--- src/rtl/processorci_bridge_pkg.sv ---
// Shared types and constants for the processorci data-port bridges.
package processorci_bridge_pkg;

  // Bridge transaction phases: idle, Wishbone cycle in progress, core response.
  typedef enum logic [1:0] {
    IDLE = 2'd0,
    BUS  = 2'd1,
    RESP = 2'd2
  } bridge_state_t;

  // Read data handed back to the core when the bus never answers.
  localparam logic [31:0] BRIDGE_ERR_RDATA = 32'hDEAD_BEEF;

endpackage

--- src/rtl/kronos_wb_data_bridge_watchdog.sv ---
// bus_watchdog: counts cycles spent waiting on wb_ack and flags expiry.
// Only compiled when DATA_BRIDGE_TIMEOUT_EN is defined; the bridge instantiates it under that macro.
`ifdef DATA_BRIDGE_TIMEOUT_EN
module bus_watchdog #(
  parameter int unsigned TIMEOUT_CYCLES = 255
) (
  input  logic clk,
  input  logic rst,
  input  logic clear,
  input  logic run,
  output logic expired
);

  localparam int unsigned CW = $clog2(TIMEOUT_CYCLES + 1);

  logic [CW-1:0] count;

  // Expiry is raised during the TIMEOUT_CYCLES-th waiting cycle, so cyc is held that many cycles.
  assign expired = run && (count == CW'(TIMEOUT_CYCLES - 1));

  // Wait counter: cleared when a transaction is accepted, advances while the bus is busy.
  always_ff @(posedge clk or posedge rst) begin
    if (rst) begin
      count <= '0;
    end else if (clear) begin
      count <= '0;
    end else if (run && !expired) begin
      count <= count + 1'b1;
    end
  end

endmodule
`endif

--- src/rtl/kronos_wb_data_bridge.sv ---
// kronos_wb_data_bridge: Kronos core data port (req held until ack) to Wishbone-classic master.
// One transaction in flight; all outputs registered.
// Optional wb_ack timeout enabled by defining DATA_BRIDGE_TIMEOUT_EN.
module kronos_wb_data_bridge
  import processorci_bridge_pkg::*;
#(
  parameter int unsigned            ADDR_WIDTH     = 32,
  parameter int unsigned            DATA_WIDTH     = 32,
  parameter int unsigned            TIMEOUT_CYCLES = 255,
  parameter logic [DATA_WIDTH-1:0]  ERR_RDATA      = BRIDGE_ERR_RDATA
) (
  input  logic                    clk,
  input  logic                    rst,
  input  logic [ADDR_WIDTH-1:0]   core_addr,
  input  logic [DATA_WIDTH-1:0]   core_wr_data,
  input  logic [DATA_WIDTH/8-1:0] core_mask,
  input  logic                    core_wr_en,
  input  logic                    core_req,
  output logic [DATA_WIDTH-1:0]   core_rd_data,
  output logic                    core_ack,
  output logic                    wb_cyc,
  output logic                    wb_stb,
  output logic                    wb_we,
  output logic [DATA_WIDTH/8-1:0] wb_sel,
  output logic [ADDR_WIDTH-1:0]   wb_addr,
  output logic [DATA_WIDTH-1:0]   wb_data_o,
  input  logic [DATA_WIDTH-1:0]   wb_data_i,
  input  logic                    wb_ack,
  output logic                    bus_error
);

  bridge_state_t state, state_next;
  logic          accept;
  logic          bus_done;
  logic          bus_expired;
  logic [1:0]    unused_addr_lsb;

  // Byte offset is dropped: the bus is word addressed and wb_sel carries the lane.
  assign unused_addr_lsb = core_addr[1:0];

`ifdef DATA_BRIDGE_TIMEOUT_EN
  bus_watchdog #(
    .TIMEOUT_CYCLES(TIMEOUT_CYCLES)
  ) u_watchdog (
    .clk    (clk),
    .rst    (rst),
    .clear  (accept),
    .run    (state == BUS),
    .expired(bus_expired)
  );
`else
  logic [31:0] unused_timeout_cfg;
  assign unused_timeout_cfg = 32'(TIMEOUT_CYCLES);
  assign bus_expired        = 1'b0;
`endif

  // Next-state logic: req sampled only in IDLE; BUS exits on wb_ack or watchdog expiry.
  always_comb begin
    state_next = state;
    accept     = 1'b0;
    bus_done   = 1'b0;
    case (state)
      IDLE: begin
        if (core_req) begin
          accept     = 1'b1;
          state_next = BUS;
        end
      end
      BUS: begin
        if (wb_ack || bus_expired) begin
          bus_done   = 1'b1;
          state_next = RESP;
        end
      end
      RESP:    state_next = IDLE;
      default: state_next = IDLE;
    endcase
  end

  // State register.
  always_ff @(posedge clk or posedge rst) begin
    if (rst) begin
      state <= IDLE;
    end else begin
      state <= state_next;
    end
  end

  // Output registers: request capture on accept, response capture on bus completion.
  // wb_ack takes priority over a coincident expiry, so bus_error only fires without an ack.
  always_ff @(posedge clk or posedge rst) begin
    if (rst) begin
      core_rd_data <= '0;
      core_ack     <= 1'b0;
      bus_error    <= 1'b0;
      wb_cyc       <= 1'b0;
      wb_stb       <= 1'b0;
      wb_we        <= 1'b0;
      wb_sel       <= '0;
      wb_addr      <= '0;
      wb_data_o    <= '0;
    end else begin
      core_ack  <= 1'b0;
      bus_error <= 1'b0;
      if (accept) begin
        wb_cyc    <= 1'b1;
        wb_stb    <= 1'b1;
        wb_we     <= core_wr_en;
        wb_sel    <= core_mask;
        wb_addr   <= {core_addr[ADDR_WIDTH-1:2], 2'b00};
        wb_data_o <= core_wr_data;
      end
      if (bus_done) begin
        wb_cyc    <= 1'b0;
        wb_stb    <= 1'b0;
        core_ack  <= 1'b1;
        bus_error <= !wb_ack;
        if (wb_ack) begin
          core_rd_data <= wb_we ? '0 : wb_data_i;
        end else begin
          core_rd_data <= ERR_RDATA;
        end
      end
    end
  end

endmodule

--- config.mk ---
export PLATFORM = sky130hd
export DESIGN_NAME = kronos_wb_data_bridge
export DESIGN_NICKNAME = d
export VERILOG_FILES = /design/src/rtl/processorci_bridge_pkg.sv /design/src/rtl/kronos_wb_data_bridge_watchdog.sv /design/src/rtl/kronos_wb_data_bridge.sv
export SDC_FILE = /design/constraint.sdc
export NUM_CORES = 1
export LEC_CHECK = 0
export BUFFER_PORTS_ARGS = -buffer_cell sky130_fd_sc_hd__buf_2
export CAP_MARGIN = 20
export CORE_MARGIN = 3
export CORE_UTILIZATION = 40
export CTS_CLUSTER_DIAMETER = 50
export CTS_CLUSTER_SIZE = 14
export DETAILED_ROUTE_END_ITERATION = 10
export MAX_ROUTING_LAYER = met4
export PLACE_DENSITY = 0.7
export SYNTH_ARGS = -nofsm -noshare
export SYNTH_HDL_FRONTEND = slang
export SYNTH_SLANG_ARGS = --single-unit
--- constraint.sdc ---
create_clock -name clk -period 8.4 [get_ports clk]
set_input_delay 0.42 -clock clk [delete_from_list [all_inputs] [get_ports clk]]
set_output_delay 0.42 -clock clk [all_outputs]
set_load 0.1 [all_outputs]
-- After elaboration in Yosys (flattened, before gate mapping)
Index checks and enable logic that the tools add are counted.
- register bits: 104
- bits of input ports: 105
- output and inout bits: 105
- word-level logic and storage cells: 29
- equality and inequality tests: 3
- muxes and demuxes: 13
- reduce and logical (&&, ||, !) cells: 4
- operators by type and width (cell ; number):
    $mux W32 ; 2
    $mux W1 ; 8
    $mux W2 ; 2
    $ne A2 B2 Y1 const B ; 2
    $pmux W2 S2 ; 1
    $eq A2 B1 Y1 const B ; 1
    $logic_not A2 Y1 ; 1
    $reduce_and A2 Y1 ; 1
    $reduce_bool A2 Y1 ; 1
    $logic_not A1 Y1 ; 1

-- Logic depth before layout (Yosys ltp)
Gate-level depths: netlist of run 1.
- depth in word-level cells: 4
- depth in mapped cells: 5
- mapped depth without buffers: 3

-- Worst setup path after synthesis of run 1
Ideal clock, no wire load.
- path kind: register to output
- start: register wb_stb
- end: output port wb_stb
- data arrival time: 1.351 ns
- data required time: 7.980 ns
- path slack: 6.629 ns
- stages on the path, launching flop included: 2
- path buffers: 1
- cells stage by stage: dfrtp_1 -> buf_4
- RTL lines (what ; RTL line ; source):
    from (decl) ; kronos_wb_data_bridge.sv:22 ; output logic wb_stb,
    from (signal assigned) ; kronos_wb_data_bridge.sv:97 ; wb_stb <= 1'b0;
    from (signal assigned) ; kronos_wb_data_bridge.sv:107 ; wb_stb <= 1'b1;
    from (signal assigned) ; kronos_wb_data_bridge.sv:115 ; wb_stb <= 1'b0;
No word-level cell between the ends.

-- Final worst setup path of run 1
- start: register wb_we
- end: output port wb_we
- RTL lines (what ; RTL line ; source):
    from (decl) ; kronos_wb_data_bridge.sv:23 ; output logic wb_we,
    from (signal assigned) ; kronos_wb_data_bridge.sv:108 ; wb_we <= core_wr_en;
No word-level cell between the ends.

==> results of run 1 <==
worst register-to-register path, cell delays in order, from the launching register on:
cell and delay, ns:
dfrtp_1 0.45, nand3b_1 0.56, buf_4 0.46, nand2_1 0.12, o21ai_0 0.09
area by class of cell:
class                           count  area share [%]
Clock buffer                       14           3.238
Clock inverter                      2          0.2346
Inverter                            5          0.3989
Multi-Input combinational cell    173           24.40
Sequential cell                   104           48.80
Tap cell                          133           3.121
Timing Repair Buffer              209           19.80
registers in the layout, indices dropped and copies added, names as in the netlist:
register / flops
core_rd_data: 32
wb_addr: 30
wb_stb: 1
wb_data_o: 32
core_ack: 1
wb_we: 1
wb_sel: 4
state: 2
bus_error: 1
per-stage QoR:
| stage | instances | util [%] | worst slack (ns) | hold WS (ns) | cell area [um^2] |
|---|---|---|---|---|---|
| floorplan | 302 | - | 5.248 | 0.4725 | 4039 |
| global placement | 624 | 52.66 | 6.587 | 0.4584 | 5147 |
| detailed placement | 624 | 52.66 | 6.558 | 0.4658 | 5147 |
| CTS | 640 | 54.56 | 6.145 | 0.1430 | 5333 |
| global route | 640 | 54.56 | 6.039 | 0.1608 | 5333 |
| finish | 640 | 54.56 | 6.222 | 0.1400 | 5333 |
routing by layer:
metal | vias up | share of wire (%) | global-route usage (%)
met5 | - | 0 | -
met4 | 0 | 0.90 | 4.995
met3 | 6 | 10 | 5.889
met2 | 137 | 48 | 26.33
met1 | 1354 | 41 | 19.66
li1 | 1399 | - | -
kinds of logic (layout without fill, tap and decap cells):
family / count (synthesis) / count (layout) / synth area share, %
compound gates: 35 / 35 / 4.345
buf+inv: 25 / 230 / 3.507
flops: 104 / 104 / 64.56
mux: 68 / 68 / 18.96
other cells: 1 / 3 / 0.09302
simple gates: 67 / 67 / 8.535
cell usage in the layout, fill, tap and decap left out:
master,count
buf_4,4
conb_1,3
mux2_2,37
nand2_1,32
nand2b_1,32
clkbuf_8,12
nor2_1,1
mux2_1,30
a21oi_1,1
clkinvlp_4,1
nand3b_1,1
clkinv_2,1
mux2i_1,1
dfrtp_1,104
inv_4,1
buf_2,205
inv_1,4
clkbuf_1,2
nor3b_4,1
o21ai_0,34
path summary, 6_finish.rpt:
| check | to | cells after the start |
|---|---|---|
| worst min-delay path | core_rd_data[19]$_DFFE_PP0P_ | 2 |
| worst max-delay path | wb_we | 1 |
| worst min register to register | core_rd_data[3]$_DFFE_PP0P_ | 2 |
| worst max register to register | core_rd_data[15]$_DFFE_PP0P_ | 4 |
| max in group asynchronous | wb_addr[15]$_DFFE_PP0P_ | 3 |
| min in group clk | wb_data_o[25]$_DFFE_PP0P_ | 2 |
==> flow_summary.json, run 1 <==
{
  "r2r_start": "state[1]$_DFFE_PP0P_",
  "fin_worst_skew_ns": 0.01016,
  "synth_area_um2": 4031,
  "die-area_um2": 11320,
  "synth-seq-cells": 104,
  "drv_cap": 0,
  "grt_pass1_wl_um": 14270,
  "post-route-period-util_pct": 25.93,
  "cts_buffer_depth": 2,
  "async_flop_share_pct": 100.0,
  "grt_max_degree": 56,
  "cp_data_required_time_ns": 7.98,
  "path_buf_inv": 1,
  "post-dp-hpwl_um": 6738,
  "yosysSeqAreaShare_pct": 64.56,
  "cts.sinks": 104,
  "cp-end-kind": "output port",
  "ff_latch_area_um2": 2603,
  "yosysWarnings": 0,
  "grt_overflow": 0,
  "syn2layout_area_growth_pct": 32.28,
  "arrival_ns": 1.76,
  "synth_most_common_cell": "dfrtp_1",
  "dr.first_iter.drc_count": 89,
  "post_cts_buffers": 0,
  "synth_top_area_share_pct": 64.56,
  "grt_pass1_vias": 2895,
  "die_y_um": 106.4,
  "worstMarginPinSlew_ns": 0.7678,
  "multi_input_area_um2": 1301,
  "grt_usage_pct": 16.47,
  "synth_largest_area_cell": "dfrtp_1",
  "finalWirelength_um": 8867,
  "n_antenna_cell": 0,
  "status": "finished clean",
  "cp-start-kind": "register",
  "setup_viol": 0,
  "crit_type": "reg -> out",
  "max_freq_ghz": 0.4591,
  "globalplace.congestion": 0.7226,
  "clock_tree.root_cell": "clkbuf_8",
  "synth_edf_count": 0,
  "cp-startpoint": "wb_we$_DFFE_PP0P_",
  "die_w_um": 106.4,
  "fillCellCount": 880,
  "post_cts_resized": 0,
  "antenna_found_initial": 0,
  "relSlewSlack_pct": 48.81,
  "io_buffers": 205,
  "initial_utilization_pct": 41.24,
  "htreeDepth": 3,
  "min_path_type": "in -> async",
  "cts_tree": "built",
  "post_drt_wl_per_cell_um": 13.85,
  "finalHoldViolations": 0,
  "cts_hold_buf": 0,
  "synth_area_leaders": "dfrtp_1 65%, mux2_2 10%, mux2_1 8.4%",
  "tns_ns": 0,
  "critical_path.slowest_cell": "dfrtp_1",
  "vias": 2896,
  "fin_nets": 607,
  "viasPerCell": 4.525,
  "finalMaxSlewViolations": 0,
  "fin_crit_ns": 2.178,
  "drive_gt1_share_pct": 51.68,
  "synthTopCellsByCount": "104 x dfrtp_1, 37 x mux2_2, 34 x o21ai_0",
  "core_um2": 9774,
  "synth.distinct_cells": 18,
  "clkSlewWorstSetupHoldPaths_ns": 0.09,
  "cp_slowest_stage_delay_ns": 0.85,
  "post-route-drc-count": 0,
  "critPathMaxFanout": 34,
  "ios": 210,
  "clkLatencyLatePin_ns": 0.35,
  "critPathTopFamily": "flip-flops",
  "synth_cells": 300,
  "crit_chain": "buf_2",
  "fp-row-count": 36,
  "ant_nets": 0,
  "cts_inserted_buffers": 9,
  "firstDrtPassIters": 4,
  "syn_area_per_cell_um2": 13.44,
  "rrSetupSlack_ns": 6.60,
  "rsz0062_at_grt": "false",
  "ys.flop_type": "dfrtp_1"
}
Power of run 1 is not shown: default switching activity piles up to over one toggle a cycle in this logic, so the estimate is an artifact.
==> run 2, diff against run 1 <==
--- a/config.mk
+++ b/config.mk
@@ -5,6 +5,7 @@
 export SDC_FILE = /design/constraint.sdc
 export NUM_CORES = 1
 export LEC_CHECK = 0
+export ABC_AREA = 1
 export BUFFER_PORTS_ARGS = -buffer_cell sky130_fd_sc_hd__buf_2
 export CAP_MARGIN = 20
 export CORE_MARGIN = 3
@@ -13,7 +14,7 @@
 export CTS_CLUSTER_SIZE = 14
 export DETAILED_ROUTE_END_ITERATION = 10
 export MAX_ROUTING_LAYER = met4
-export PLACE_DENSITY = 0.7
+export PLACE_DENSITY = 0.69
 export SYNTH_ARGS = -nofsm -noshare
 export SYNTH_HDL_FRONTEND = slang
 export SYNTH_SLANG_ARGS = --single-unit
==> constraint.sdc (replaced) <==
create_clock -name clk -period 2.1 [get_ports clk]
set_input_delay 0.105 -clock clk [delete_from_list [all_inputs] [get_ports clk]]
set_output_delay 0.105 -clock clk [all_outputs]
set_load 0.1 [all_outputs]
==> flow_summary.json, run 2 <==
{
  "path_depth": 1,
  "clkSlewWorstSetupHoldPaths_ns": 0.11,
  "synth_top_area_share_pct": 59.55,
  "path_buf_inv": 1,
  "tns_ns": 0,
  "largestRegisters": "core_rd_data x32, wb_data_o x32, wb_addr x30",
  "max_freq_ghz": 0.6530,
  "fin_nets": 878,
  "async_flop_share_pct": 100.0,
  "core_um2": 10460,
  "cts_tree": "built",
  "htreeDepth": 3,
  "fp-row-count": 37,
  "syn2layout_area_growth_pct": 45.95,
  "cp-start-kind": "register",
  "n_antenna_cell": 0,
  "io_buffers": 205,
  "grt_usage_pct": 22.15,
  "postLayoutCellArea_um2": 6379,
  "viasPerCell": 4.736,
  "fin_worst_skew_ns": 0.01697,
  "post-route-period-util_pct": 72.92,
  "die-area_um2": 12220,
  "ys.flop_type": "dfrtp_1",
  "hp-start": "core_wr_data[18]",
  "layout_commonest_cell": "buf_2",
  "cts_buffer_depth": 2,
  "grt_pass1_vias": 4484,
  "vias": 4329,
  "cts_inserted_buffers": 9,
  "grt_max_degree": 105,
  "yosysWarnings": 0,
  "dpl_cell_area_um2": 5454,
  "synth_area_um2": 4370,
  "critical_path.slowest_cell": "dfrtp_1",
  "clkLatencyLatePin_ns": 0.36,
  "arrival_ns": 1.43,
  "initial_utilization_pct": 41.77,
  "finalHoldViolations": 0,
  "crit_chain": "buf_2",
  "cp-startpoint": "wb_we$_DFFE_PP0P_",
  "synth.distinct_cells": 16,
  "grt_pass1_wl_um": 21830,
  "grt_overflow": 0,
  "critPathTopFamily": "flip-flops",
  "clock_tree.root_cell": "clkbuf_8",
  "synthTopCellsByCount": "201 x nand2_1, 104 x dfrtp_1, 99 x nand3_1",
  "hold_depth": 3,
  "worstMarginPinSlew_ns": 0.6872,
  "crit_type": "reg -> out",
  "setup_viol": 0,
  "min_path_type": "in -> reg",
  "die_y_um": 110.5,
  "synth_cells": 518,
  "cts.sinks": 104,
  "most-common-layout-cells": "205 x buf_2, 201 x nand2_1, 104 x dfrtp_1",
  "drv_cap": 0,
  "fin_crit_ns": 1.531,
  "synth_most_common_cell": "nand2_1",
  "ant_nets": 0,
  "cp_slowest_stage_delay_ns": 0.57,
  "syn_area_per_cell_um2": 8.437,
  "rsz0062_at_grt": "false",
  "antenna_found_initial": 0,
  "r2r_cells": 4,
  "cp_data_required_time_ns": 2.00,
  "die_w_um": 110.5,
  "critPathMaxFanout": 12,
  "cp-end-kind": "output port",
  "yosysSeqAreaShare_pct": 59.55,
  "synth_largest_area_cell": "dfrtp_1",
  "post-route-drc-count": 0,
  "status": "finished clean",
  "post_drt_wl_per_cell_um": 14.16,
  "dr.first_iter.drc_count": 333,
  "r2r_start": "state[1]$_DFFE_PP0P_",
  "ios": 210,
  "firstDrtPassIters": 5,
  "globalplace.congestion": 0.8442,
  "post_cts_resized": 0,
  "post-dp-hpwl_um": 7785,
  "finalWirelength_um": 12940,
  "synth_edf_count": 0,
  "synth_area_leaders": "dfrtp_1 60%, nand2_1 17%, nand3_1 11%",
  "drive_gt1_share_pct": 30.21,
  "synth-seq-cells": 104,
  "relSlewSlack_pct": 54.13,
  "finalMaxSlewViolations": 0
}
-- run 2: changes by cell type in the layout (fill, tap and decap cells not counted), sizes merged, moves of 3 or more --
cell | previous run | this run
nor2 | 1 | 34
inv | 5 | 36
dlygate4sd3 | 0 | 67
bufinv | 0 | 3
clkbuf | 14 | 11
nand3 | 0 | 100
o21ai | 34 | 1
buf | 209 | 214
mux2 | 67 | 0
nand2 | 32 | 202
nand2b | 32 | 0
-- run 2: path summary, 6_finish.rpt --
| kind | end | slack, ns |
|---|---|---|
| min reg2reg | wb_addr[11]$_DFFE_PP0P_ | 0.48 |
| max in group asynchronous | wb_sel[2]$_DFFE_PP0P_ | 1.20 |
| max | wb_we | 0.57 |
| max reg2reg | core_rd_data[8]$_DFFE_PP0P_ | 0.62 |
| min in group asynchronous | core_rd_data[31]$_DFFE_PP0P_ | 0.42 |
| min | wb_data_o[18]$_DFFE_PP0P_ | 0.03 |
-- run 2: timing repair --
action / 4_1_cts / 5_1_grt
hold endpoints to repair: 170 / 0
endpoints found under the setup margin: 0 / 0
hold buffers: 67 / 0
setup buffers: 0 / 0
-- run 2: cells by family (layout without fill, tap and decap cells) --
logic type,after synthesis,after routing,synth area share (%)
compound gates,1,1,0.1144
simple gates,336,336,32.12
buf+inv,76,334,8.131
flops,104,104,59.55
other cells,1,3,0.08580
-- run 2: final cells by class --
cell class | instances | area, um^2
sequential | 104 | 2603
clock inverter | 5 | 102.6
clock buffer | 11 | 151.4
timing repair buffer | 281 | 1789
tap | 136 | 170.2
inverter | 37 | 142.6
multi-input combinational | 340 | 1420
fill | 922 | 4084
-- run 2: per-layer routing --
layer	track usage, %	vias up	wire (um)	part of all wire (%)
met1	28.50	2012	5589	43
li1	-	2103	-	-
met3	4.274	30	942	7.3
met4	8.128	0	308	2.4
met5	-	-	0	0
met2	35.07	184	6104	47
-- run 2: per-stage QoR --
step,hold slack (ns),std cells,util (%),setup slack (ns)
final,0.03014,914,60.97,0.5686
after global routing,0.02111,914,60.97,0.4240
after CTS,0.02502,914,60.97,0.5347
after detailed placement,0.3131,831,52.13,0.6185
after global placement,0.3067,831,52.13,0.6427
after floorplan,0.2496,520,-,0.3353
Power of run 2 is left out for the same reason.
==> run 3, diff against run 2 <==
--- a/config.mk
+++ b/config.mk
@@ -5,7 +5,7 @@
 export SDC_FILE = /design/constraint.sdc
 export NUM_CORES = 1
 export LEC_CHECK = 0
-export ABC_AREA = 1
+export ABC_AREA = 0
 export BUFFER_PORTS_ARGS = -buffer_cell sky130_fd_sc_hd__buf_2
 export CAP_MARGIN = 20
 export CORE_MARGIN = 3
@@ -14,7 +14,7 @@
 export CTS_CLUSTER_SIZE = 14
 export DETAILED_ROUTE_END_ITERATION = 10
 export MAX_ROUTING_LAYER = met4
-export PLACE_DENSITY = 0.69
+export PLACE_DENSITY = 0.7
 export SYNTH_ARGS = -nofsm -noshare
 export SYNTH_HDL_FRONTEND = slang
 export SYNTH_SLANG_ARGS = --single-unit
==> constraint.sdc (replaced) <==
create_clock -name clk -period 1.55 [get_ports clk]
set_input_delay 0.0775 -clock clk [delete_from_list [all_inputs] [get_ports clk]]
set_output_delay 0.0775 -clock clk [all_outputs]
set_load 0.1 [all_outputs]
==> flow_summary.json, run 3 (same netlist as run 1, synthesis figures left out) <==
{
  "ios": 210,
  "postLayoutCellArea_um2": 6500,
  "post-route-period-util_pct": 96.24,
  "rrSetupSlack_ns": 0.06,
  "post-dp-hpwl_um": 6649,
  "status": "finished clean",
  "clkLatencyLatePin_ns": 0.35,
  "die-area_um2": 11320,
  "grt_max_degree": 105,
  "clock_tree.root_cell": "clkbuf_8",
  "critPathMaxFanout": 18,
  "grt_pass1_wl_um": 18160,
  "r2r_cells": 4,
  "dp_cells": 627,
  "grt_overflow": 0,
  "dpl_cell_area_um2": 5249,
  "fin_nets": 715,
  "globalplace.congestion": 0.7145,
  "initial_utilization_pct": 41.24,
  "vdd_drop_max_mv": 1.437,
  "drv_cap": 0,
  "wl_met1_um": 4790,
  "wl_met2_um": 5730,
  "crit_chain": "nor3b_4 -> buf_4 -> buf_12 -> mux2_1",
  "vias": 3412,
  "die_y_um": 106.4,
  "cp_slowest_stage_delay_ns": 0.45,
  "finalWirelength_um": 11500,
  "highest_layer": "met4",
  "largestRegisters": "core_rd_data x32, wb_data_o x32, wb_addr x30",
  "fp-row-count": 36,
  "max_freq_ghz": 0.6704,
  "relSlewSlack_pct": 63.62,
  "hold_depth": 4,
  "r2r_end": "wb_data_o[5]$_DFFE_PP0P_",
  "grt_pass1_vias": 3635,
  "layout_commonest_cell": "buf_2",
  "r2r_start": "state[1]$_DFFE_PP0P_",
  "fin_crit_ns": 1.492,
  "cts.sinks": 104,
  "dr.first_iter.drc_count": 122,
  "final_util_pct": 66.50,
  "cp-start-kind": "register",
  "cts_inserted_buffers": 9,
  "critical_path.slowest_cell": "dfrtp_2",
  "tns_ns": 0,
  "wl_met3_um": 860,
  "core_um2": 9774,
  "setup_viol": 0,
  "cp_data_required_time_ns": 1.78,
  "most-common-layout-cells": "204 x buf_2, 103 x dfrtp_1, 101 x dlygate4sd3_1",
  "fillCellCount": 716,
  "hold_path_end": "wb_stb$_DFFE_PP0P_",
  "post_drt_wl_per_cell_um": 15.37,
  "finalMaxSlewViolations": 0,
  "post-route-drc-count": 0,
  "n_antenna_cell": 0,
  "p_per_area_nw_per_um2": 2115,
  "crit_type": "reg -> reg",
  "arrival_ns": 1.72,
  "cp-end-kind": "register",
  "finalHoldViolations": 0,
  "htreeDepth": 3,
  "antenna_found_initial": 0,
  "finalHoldWorstSlack_ns": 0.07037,
  "finalNonFillerCells": 748,
  "ant_nets": 0,
  "hp-start": "wb_ack",
  "p_leak_uw": 0.003180,
  "firstDrtPassIters": 4,
  "worstMarginPinSlew_ns": 0.5458,
  "viasPerCell": 4.561,
  "clkSlewWorstSetupHoldPaths_ns": 0.09,
  "fin_worst_skew_ns": 0.007948,
  "syn2layout_area_growth_pct": 61.24,
  "io_buffers": 205,
  "cts_tree": "built",
  "cts_buffer_depth": 2,
  "drive_gt1_share_pct": 44.07,
  "grt_usage_pct": 20.86,
  "min_path_type": "in -> reg",
  "die_w_um": 106.4
}
[run 3: final cells by class]
type | instances | area (um^2) | share of cell area [%]
sequential | 104 | 2604 | 40.06
timing repair buffer | 317 | 2232 | 34.34
multi-input combinational | 173 | 1301 | 20.02
tap | 133 | 166.4 | 2.560
clock buffer | 11 | 141.4 | 2.175
clock inverter | 5 | 32.53 | 0.5005
inverter | 5 | 22.52 | 0.3465
[run 3: metrics by stage]
| stage | worst slack (ns) | power, uW |
|---|---|---|
| after floorplan | 0.03806 | 10630 |
| after global placement | 0.1017 | 11890 |
| after detailed placement | 0.05715 | 11980 |
| after CTS | 0.02656 | 13710 |
| after global routing | -0.002877 | 14260 |
| final | 0.05828 | 13750 |
[run 3: report_power, final]
part	leakage, uW	switching (uW)	internal (uW)
combinational	0.00184	6870	1460
clock	0.0000813	895	624
sequential	0.00126	410	3480
total	0.00318	8180	5570
[run 3: worst max path at each step]
stage,start,endpoint,slack (ns),depth (start not counted)
final,state[1]$_DFFE_PP0P_,wb_data_o[5]$_DFFE_PP0P_,0.06,4
after global routing,state[1]$_DFFE_PP0P_,wb_data_o[21]$_DFFE_PP0P_,-0.003,4
after CTS,state[1]$_DFFE_PP0P_,wb_data_o[21]$_DFFE_PP0P_,0.03,3
after detailed placement,state[1]$_DFFE_PP0P_,wb_data_o[21]$_DFFE_PP0P_,0.06,3
after global placement,state[1]$_DFFE_PP0P_,wb_sel[3]$_DFFE_PP0P_,0.10,3
after floorplan,wb_we$_DFFE_PP0P_,core_rd_data[6]$_DFFE_PP0P_,0.04,3
[run 3: layer usage]
metal  vias to the layer above  GRT usage (%)
met5                         -              -
met1                      1631          25.41
met3                        11          5.282
met2                       158          35.07
met4                         0          4.995
li1                       1612              -
[run 3: worst max-delay path: cells and delay by family (launching register included)]
family / cells / cell delay, ns
DFF: 1 / 0.45
muxes: 1 / 0.35
buffers and inverters: 2 / 0.36
and+or+nand+nor: 1 / 0.20
[run 3: what timing repair did]
action,in CTS,in global routing
endpoints found under the hold margin,204,0
hold buffers,101,0
resized for setup,0,1
setup endpoints to repair,0,3
setup buffers,0,2
Power figures use the tool's default switching activity.
